**src/rtl/add16_result_fifo_if.sv**
```systemverilog
// Handshake bundle between the 16-bit adder, the result FIFO and its consumer.
// Master is the producer/consumer side; slave is the FIFO itself.
interface add16_result_fifo_if;
    logic        in_valid;
    logic        in_ready;
    logic [15:0] in_sum;
    logic        in_carry;
    logic        out_valid;
    logic        out_ready;
    logic [16:0] out_data;

    modport master (
        output in_valid,
        output in_sum,
        output in_carry,
        output out_ready,
        input  in_ready,
        input  out_valid,
        input  out_data
    );

    modport slave (
        input  in_valid,
        input  in_sum,
        input  in_carry,
        input  out_ready,
        output in_ready,
        output out_valid,
        output out_data
    );
endinterface

```
**src/rtl/add16_result_fifo.sv**
```systemverilog
// Show-ahead result FIFO behind the 16-bit adder with a saturating carry counter.
// Optional zero-result flag and counter enabled by `define ADD16_ZERO_FLAG_EN.
module add16_result_fifo #(
    parameter int DEPTH = 4,
    parameter int CNT_W = 8
) (
    input  logic                     clk,
    input  logic                     rst_n,
    add16_result_fifo_if.slave       bus,
    output logic [$clog2(DEPTH):0]   level,
    output logic [CNT_W-1:0]         carry_cnt,
    input  logic                     cnt_clr
`ifdef ADD16_ZERO_FLAG_EN
    ,
    output logic                     out_zero,
    output logic [CNT_W-1:0]         zero_cnt
`endif
);

    localparam int PW = $clog2(DEPTH);
    localparam int LW = PW + 1;
    localparam logic [LW-1:0] FULL = LW'(DEPTH);

    logic [16:0]      mem_q [DEPTH];
    logic [PW-1:0]    wr_ptr_q, wr_ptr_d;
    logic [PW-1:0]    rd_ptr_q, rd_ptr_d;
    logic [LW-1:0]    level_q, level_d;
    logic [CNT_W-1:0] carry_cnt_q, carry_cnt_d;
    logic             push, pop;
    logic             not_full, not_empty;

    assign not_full  = (level_q != FULL);
    assign not_empty = (level_q != '0);
    assign push      = bus.in_valid && not_full;
    assign pop       = not_empty && bus.out_ready;

    assign bus.in_ready  = not_full;
    assign bus.out_valid = not_empty;
    // Head is forced to zero when empty so stale storage never leaks out.
    assign bus.out_data  = not_empty ? mem_q[rd_ptr_q] : '0;

    assign level     = level_q;
    assign carry_cnt = carry_cnt_q;

    always_comb begin
        wr_ptr_d = wr_ptr_q;
        rd_ptr_d = rd_ptr_q;
        level_d  = level_q;
        if (push) begin
            wr_ptr_d = wr_ptr_q + PW'(1);
        end
        if (pop) begin
            rd_ptr_d = rd_ptr_q + PW'(1);
        end
        if (push && !pop) begin
            level_d = level_q + LW'(1);
        end else if (pop && !push) begin
            level_d = level_q - LW'(1);
        end
    end

    always_comb begin
        carry_cnt_d = carry_cnt_q;
        if (cnt_clr) begin
            carry_cnt_d = '0;
        end else if (push && bus.in_carry && (carry_cnt_q != '1)) begin
            carry_cnt_d = carry_cnt_q + CNT_W'(1);
        end
    end

    // Storage needs no reset; reads are masked by level.
    always_ff @(posedge clk) begin
        if (push) begin
            mem_q[wr_ptr_q] <= {bus.in_carry, bus.in_sum};
        end
    end

    always_ff @(posedge clk or negedge rst_n) begin
        if (!rst_n) begin
            wr_ptr_q    <= '0;
            rd_ptr_q    <= '0;
            level_q     <= '0;
            carry_cnt_q <= '0;
        end else begin
            wr_ptr_q    <= wr_ptr_d;
            rd_ptr_q    <= rd_ptr_d;
            level_q     <= level_d;
            carry_cnt_q <= carry_cnt_d;
        end
    end

`ifdef ADD16_ZERO_FLAG_EN
    logic [CNT_W-1:0] zero_cnt_q, zero_cnt_d;
    logic             zero_push;

    assign zero_push = push && (bus.in_sum == 16'h0) && !bus.in_carry;
    assign out_zero  = not_empty && (bus.out_data == 17'h0);
    assign zero_cnt  = zero_cnt_q;

    always_comb begin
        zero_cnt_d = zero_cnt_q;
        if (cnt_clr) begin
            zero_cnt_d = '0;
        end else if (zero_push && (zero_cnt_q != '1)) begin
            zero_cnt_d = zero_cnt_q + CNT_W'(1);
        end
    end

    always_ff @(posedge clk or negedge rst_n) begin
        if (!rst_n) begin
            zero_cnt_q <= '0;
        end else begin
            zero_cnt_q <= zero_cnt_d;
        end
    end
`endif

endmodule

```
**src/flat_wrapper.sv**
```systemverilog
// flat-port wrapper written by rule: the top's interface ports become plain ports
module add16_result_fifo_flat 
#(
    parameter int DEPTH = 4,
    parameter int CNT_W = 8
)
  (clk, rst_n, level, carry_cnt, cnt_clr, bus_in_valid, bus_in_sum, bus_in_carry, bus_out_ready, bus_in_ready, bus_out_valid, bus_out_data);
  add16_result_fifo_if bus_i ();
  input  logic clk;
  input  logic rst_n;
  output logic [$clog2(DEPTH):0] level;
  output logic [CNT_W-1:0] carry_cnt;
  input  logic cnt_clr;
  input wire logic [$bits(bus_i.in_valid)-1:0] bus_in_valid;
  input wire logic [$bits(bus_i.in_sum)-1:0] bus_in_sum;
  input wire logic [$bits(bus_i.in_carry)-1:0] bus_in_carry;
  input wire logic [$bits(bus_i.out_ready)-1:0] bus_out_ready;
  output wire logic [$bits(bus_i.in_ready)-1:0] bus_in_ready;
  output wire logic [$bits(bus_i.out_valid)-1:0] bus_out_valid;
  output wire logic [$bits(bus_i.out_data)-1:0] bus_out_data;
  assign bus_i.in_valid = bus_in_valid;
  assign bus_i.in_sum = bus_in_sum;
  assign bus_i.in_carry = bus_in_carry;
  assign bus_i.out_ready = bus_out_ready;
  assign bus_in_ready = bus_i.in_ready;
  assign bus_out_valid = bus_i.out_valid;
  assign bus_out_data = bus_i.out_data;
  add16_result_fifo #(.DEPTH(DEPTH), .CNT_W(CNT_W)) u_core (.clk(clk), .rst_n(rst_n), .bus(bus_i), .level(level), .carry_cnt(carry_cnt), .cnt_clr(cnt_clr));
endmodule
```
**config.mk**
```make
export PLATFORM = sky130hd
export DESIGN_NAME = add16_result_fifo_flat
export DESIGN_NICKNAME = d
export VERILOG_FILES = /design/src/rtl/add16_result_fifo_if.sv /design/src/rtl/add16_result_fifo.sv /design/src/flat_wrapper.sv
export SDC_FILE = /design/constraint.sdc
export NUM_CORES = 1
export LEC_CHECK = 0
export ABC_AREA = 1
export CORE_MARGIN = 10
export CORE_UTILIZATION = 55
export DETAILED_ROUTE_END_ITERATION = 12
export PLACE_DENSITY = 0.82
export RECOVER_POWER = 50
export SLEW_MARGIN = 20
export SYNTH_ARGS = -nofsm -noshare
export SYNTH_HDL_FRONTEND = slang
export SYNTH_SLANG_ARGS = --single-unit
```
**constraint.sdc**
```tcl
create_clock -name clk -period 3.4 [get_ports clk]
set_input_delay 0.68 -clock clk [delete_from_list [all_inputs] [get_ports clk]]
set_output_delay 0.68 -clock clk [all_outputs]
set_load 0.01 [all_outputs]
```
==> key figures, run 1 <==
Status
  – Outcome: complete, no violations

Critical path
  – Setup crit end: bus_out_data[7]
  – R2R Setup Slk: about 1.4 ns
  – Crit start category: flop
  – Required time worst endpoint: between 2 and 3 ns
  – R2r worst-path depth: 8
  – R2r endpoint: u_core.level[2]
  – CP Max Fanout: 35
  – Critical path capture point type: primary output
  – Critical R2R Launch: u_core.level[0]
  – Arrival @ worst endpoint: between 2 and 2.5 ns
  – CP startpoint: u_core.rd_ptr_q[0]
  – CP Class: flop to primary output

Routing
  – DRC: 0
  – DR WL/cell: around 17 um
  – Pre-antenna DRT Iters: 4
  – Initial DRC Count: 140
  – Overall routed net length: between 7000 and 8000 um
  – Final ANT Viol Nets: 0
  – Via count: between 2k and 2.5k
  – Drt via density: 5.39

GRT
  – GR Util All Layers: 0.155
  – Antenna violations before repair: 0
  – Remaining global-route overflow: 0
  – Number of global-route vias before repair: 2538
  – Pin count of the biggest net entering global routing: 36
  – First-pass GRT wire length: around 12000 um

Final layout
  – Number of antenna diodes: 0
  – Fin cells: 453
  – Design area: about 0.0044 mm2
  – Fin nets: 400
  – Area growth syn-to-layout: 21.6%
  – Share of layout cells above drive strength 1: 0.0931
  – Post-layout util: 0.689

Clock tree
  – CTS max path bufs: 2
  – Post_cts resized: 0
  – Clock transition at the registers of the reported paths: approximately 0.070 ns
  – Worst skew pair latency: roughly 0.35 ns
  – CTS tree: done
  – CTS root buf: clkbuf_8
  – Setup Fix Bufs, Post-CTS: 0
  – Hold-fix buffers, CTS: 0
  – CTS Buf Count: 9
  – Clk sinks: 83
  – CTS H-tree depth: 3

Job
  – Max cap viols: 0

Synth
  – Seq/Total Area, Yosys: 0.672
  – Synth Warn #: 0
  – Largest area contributor in the netlist: edfxtp_1
  – Distinct cells, synth: 29
  – Cells after synthesis: approximately 310
  – Syn nets: 341
  – Main synth FF type: edfxtp_1
  – Area of the mapped netlist: 0.00360 mm2
  – Top cells by count, synth: nor2_1, edfxtp_1, o21ai_0
  – Syn Area/Cell: roughly 12 um2
  – Ys async rst share: 0.181
  – Synth top area share: 0.567
  – Top post-synthesis cells by area: edfxtp_1, dfrtp_1, nor2_1
  – Count leader, synth: nor2_1
  – Number of synthesized flops with an enable pin: 68
  – Synthesis-stage register bit count: slightly above 80

Power
  – Power Density: approximately 840 mW/mm2
  – Sw frac: 0.344
  – Sequential power share: 0.393
  – Comb power frac: 0.401
  – Clk network pwr share: 0.207
  – Pint: 2.41 mW
  – VDD IR max: roughly 0.51 mV
  – Sw power: 1.26 mW
  – P_leak: 1.61 nW

STA
  – Final Hold Fails: 0
  – Clock skew: 0.00601 ns
  – Rel. slew slack: 0.512
  – Min Tclk post-route: roughly 3.1 ns
  – Fmax: ~330 MHz
  – Fin. max-slew vios: 0
  – Final setup vio count: 0
  – Final Cycle Share: 0.899
  – RSZ-0062 raised after global routing: no
  – Setup TNS: 0 ns
  – Hold_ws: approximately 0.6 ns
  – Worst-Margin Slew: 0.730 ns

Placement
  – Dpl cells: roughly 440
  – Port bufs: 51
  – DPL Wire Length: 5020 um
  – Final GP Congestion: between 0.8 and 0.9
  – Placed Area: 0.00420 mm2

Floorplan
  – DIE AREA: approximately 0.010 mm2
  – Initial core utilization: 0.567
  – Die width: ~100 um
  – Row count: 29
  – CORE AREA: roughly 0.0063 mm2
  – Top-Level Pins: 52
  – Die Span Y: 101 um

Hold path
  – Hold Path Class: flop to flop
-- through the flow --
stage          worst slack [ns]  total power, mW
2_1_floorplan              1.44             2.30
3_3_place_gp              0.832             2.91
3_5_place_dp              0.727             2.97
4_1_cts                   0.295             3.74
5_1_grt                   0.124             3.90
6_report                  0.342             3.68
-- metal layers --
layer,share of wire,GRT usage,up-vias
li1,-,-,1183
met1,0.42,0.181,1176
met2,0.50,0.253,77
met3,0.069,0.0453,7
met4,0.010,0.0804,0
met5,0,0,-
-- sequential cells by signal, indices dropped and copies added (netlist names) --
register and cells:
u_core.wr_ptr_q 2, u_core.mem_q 68, u_core.rd_ptr_q 2, u_core.carry_cnt 8, u_core.level 3
-- kinds of logic (layout without fill, tap and decap cells) --
group	after synthesis	in the layout	share of synthesized area
buffers and inverters	33	97	0.0428
multiplexers	1	1	0.00313
XOR/XNOR	7	7	0.0170
AO/OA/AOI/OAI	64	64	0.0939
AND/OR/NAND/NOR	117	117	0.145
flip-flops	83	83	0.672
adder cells (fa/ha/maj)	7	7	0.0264
-- worst min path at each step --
stage                              from                   to  slack, ns  cells past startpoint
floorplan                         rst_n  u_core.carry_cnt[0]       0.38                      0
global placement    u_core.carry_cnt[1]  u_core.carry_cnt[1]       0.58                      2
detailed placement  u_core.carry_cnt[0]  u_core.carry_cnt[0]       0.58                      2
CTS                 u_core.carry_cnt[0]  u_core.carry_cnt[0]       0.61                      2
global route            u_core.level[2]      u_core.level[2]       0.63                      2
finish              u_core.carry_cnt[1]  u_core.carry_cnt[1]       0.61                      2
-- placed cells by master, fill, tap and decap left out, types with 7 or more instances in the layout --
cell type,n
a21oi_1,20
o21ai_0,33
dfrtp_1,15
nand2_1,15
nor2_1,79
inv_1,17
o21ai_1,9
edfxtp_1,68
nand3_1,13
buf_4,7
clkdlybuf4s50_1,32
clkbuf_8,10
dlygate4sd3_1,19
-- power groups by stage --
stage,Sequential [mW],Clock [mW],Combinational (mW)
after global placement,1.46,0,1.45
after floorplan,1.43,0,0.870
after detailed placement,1.47,0,1.50
after CTS,1.45,0.771,1.52
final,1.44,0.759,1.47
after global routing,1.46,0.815,1.62
-- area by class of cell --
type,count,area (um2)
sequential,83,2420
fill,458,1980
multi-input combinational,196,993
timing repair buffer,60,571
clock buffer,11,141
tap,77,96.3
inverter,21,78.8
clock inverter,5,76.3
-- critical path: stages, from the launching register on --
cell and delay, ns:
dfrtp_1 0.53, inv_2 0.46, o21ai_0 0.23, a21oi_1 0.23, clkdlybuf4s50_1 0.58
(Power assumes the default switching activity.)
==> inputs of run 2 (changes only) <==
--- a/config.mk
+++ b/config.mk
@@ -6,6 +6,7 @@
 export NUM_CORES = 1
 export LEC_CHECK = 0
 export ABC_AREA = 1
+export CAP_MARGIN = 5
 export CORE_MARGIN = 10
 export CORE_UTILIZATION = 55
 export DETAILED_ROUTE_END_ITERATION = 12
==> results of run 2 <==
The final DEF is identical to that of run 1; final timing and power are the same.
==> inputs of run 3 (changes only) <==
--- a/config.mk
+++ b/config.mk
@@ -7,7 +7,7 @@
 export LEC_CHECK = 0
 export ABC_AREA = 1
 export CAP_MARGIN = 5
-export CORE_MARGIN = 10
+export CORE_MARGIN = 2
 export CORE_UTILIZATION = 55
 export DETAILED_ROUTE_END_ITERATION = 12
 export PLACE_DENSITY = 0.82
==> run 3 against run 2 <==
  * Count of clock-buffer cells in the layout did not move
  * Non-clock buffer count fell by 2
  * Global-route usage rose by 4.7 points
  * Critical path type unchanged
  * Critical endpoint is now bus_out_data[10]
  * Largest power group is now registers
==> key figures, run 3 (synthesis gave the netlist of run 1 again) <==
Clock tree
  – CTS Buf Count: 9 (unchanged)
  – Setup Fix Bufs, Post-CTS: 0 (unchanged)
  – CTS root buf: clkbuf_8
  – CTS tree: done
  – Post_cts resized: 0 (unchanged)
  – Hold-fix buffers, CTS: 0 (unchanged)
  – Worst skew pair latency: 0.34 ns (about the same)
  – CTS max path bufs: 2 (unchanged)
  – Clock transition at the registers of the reported paths: 0.07 ns (about the same)
  – CTS H-tree depth: 3 (unchanged)
  – Clk sinks: 83 (unchanged)

Hold path
  – Hold Path Class: flop to flop

Final layout
  – Number of antenna diodes: 0 (unchanged)
  – Post-layout util: 0.681 (-0.00749)
  – Fin cells: 451 (-0.44%)
  – Fin nets: 398 (-0.50%)
  – Area growth syn-to-layout: 20.2%
  – Share of layout cells above drive strength 1: 0.0882 (-0.00485)
  – Most frequent cells in the layout: nor2_1, edfxtp_1, o21ai_0, clkdlybuf4s50_1, a21oi_1
  – Reg with most FFs: u_core.mem_q
  – Max reg flops: 68 (unchanged)
  – Design area: 0.00433 mm2 (-1.1%)
  – Most common cell after layout, fill and taps aside: nor2_1

Job
  – Max cap viols: 0 (unchanged)

Power
  – Power Density: 818 mW/mm2 (-2.7%)
  – P_leak: 1.58 nW (-2.0%)
  – Tot Pwr: 3.54 mW (-3.8%)
  – VDD IR max: 0.459 mV (-9.6%)

Placement
  – Placed Area: 0.00418 mm2 (-0.36%)
  – Final GP Congestion: 0.855 (+1.0%)
  – Dpl cells: 435 (-0.46%)
  – Port bufs: 51 (unchanged)
  – DPL Wire Length: 4460 um (-11%)

Critical path
  – Arrival @ worst endpoint: 2.44 ns (+0.06 ns)
  – CP Class: flop to primary output
  – Slowest stage cell, crit path: dfrtp_1
  – Family with the most delay on the worst path: buffers and inverters
  – Critical path capture point type: primary output
  – Crit path buffers/inverters: 2 (unchanged)
  – Required time worst endpoint: 2.72 ns (about the same)
  – Crit start category: flop
  – CP max stage delay: 0.68 ns (+0.10 ns)
  – Top cell by count, worst path: nor2_1
  – CP Max Fanout: 21 (-40%)
  – Critical-path cell list: buf_4, nor2_1, nor2_1, o21ai_0, a21oi_1, clkdlybuf4s50_1

Routing
  – Met3 WL: 440 um (-17%)
  – Overall routed net length: 6960 um (-9.5%)
  – Initial DRC Count: 95 (-32%)
  – Pre-antenna DRT Iters: 4 (unchanged)
  – DR WL/cell: 15.4 um (-9.1%)
  – M1 WL: 2940 um (-8.8%)
  – Final ANT Viol Nets: 0 (unchanged)
  – Met2 wire len: 3490 um (-9.5%)
  – DRC: 0 (unchanged)
  – Top layer used by detailed routing: met4
  – Drt via density: 5.36 (-0.58%)
  – Via count: 2418 (-1.0%)

GRT
  – Pin count of the biggest net entering global routing: 36 (unchanged)
  – GR Util All Layers: 0.202 (+0.0467)
  – First-pass GRT wire length: 11100 um (-10%)
  – Antenna violations before repair: 0 (unchanged)
  – Remaining global-route overflow: 0 (unchanged)
  – Number of global-route vias before repair: 2324 (-8.4%)

STA
  – Worst-Margin Slew: 0.715 ns (-0.0149 ns)
  – Min Tclk post-route: 3.12 ns (+0.0590 ns)
  – Final Cycle Share: 0.917 (+0.0173)
  – Final setup vio count: 0 (unchanged)
  – Fin. max-slew vios: 0 (unchanged)
  – Rel. slew slack: 0.522 (+0.00999)
  – RSZ-0062 raised after global routing: no
  – Fmax: 321 MHz (-1.9%)
  – Final Hold Fails: 0 (unchanged)
  – Clock skew: 0.00619 ns (+0.000182 ns)
  – Setup TNS: 0 ns (unchanged)

Floorplan
  – Row count: 29 (unchanged)
  – CORE AREA: 0.00635 mm2 (unchanged)
  – Initial core utilization: 0.567 (unchanged)
  – Top-Level Pins: 52 (unchanged)
  – DIE AREA: 0.00721 mm2 (-29%)
  – Die Span Y: 84.9 um (-16%)
  – Die width: 84.9 um (-16%)

Status
  – Outcome: complete, no violations
## run 3: cell count changes in the layout (fill, tap and decap cells not counted), sizes merged
cell,change
bufinv,-1
buf,-2
clkinv,-1
clkinvlp,+2
## run 3: path summary, 6_finish.rpt
check	startpoint	to	slack (ns)	cells after the start
max	u_core.rd_ptr_q[0]	bus_out_data[10]	0.28	6
min	u_core.level[2]	u_core.level[2]	0.61	2
max reg2reg	u_core.level[0]	u_core.level[2]	1.41	8
min reg2reg	u_core.level[2]	u_core.level[2]	0.61	2
max in group asynchronous	rst_n	u_core.rd_ptr_q[1]	2.12	1
min in group asynchronous	rst_n	u_core.carry_cnt[7]	0.83	1
## run 3: tightest hold or removal path, cell delays in order (launching register included)
cell	delay, ns
dfrtp_1	0.42
inv_2	0.08
xor2_1	0.07
## run 3: per-stage QoR
step	hold WS (ns)	setup WS, ns
after floorplan	0.384	1.44
after global placement	0.578	0.765
after detailed placement	0.588	0.676
after CTS	0.609	0.276
after global routing	0.648	0.149
final	0.609	0.283
## run 3: layer usage
layer,up-vias,track usage
met2,80,0.322
li1,1180,-
met4,0,0.0866
met3,9,0.0477
met1,1149,0.269
met5,-,0
## run 3: area by class of cell
cell class,count,area (um2)
sequential,83,2420
fill,447,2020
clock buffer,11,131
multi-input combinational,196,993
tap,77,96.3
inverter,21,78.8
timing repair buffer,58,556
clock inverter,5,53.8
## run 3: power breakdown
part / total [mW] / switching [mW] / internal, mW
clock: 0.660 / 0.324 / 0.336
sequential: 1.45 / 0.127 / 1.33
combinational: 1.43 / 0.777 / 0.649
total: 3.54 / 1.23 / 2.31
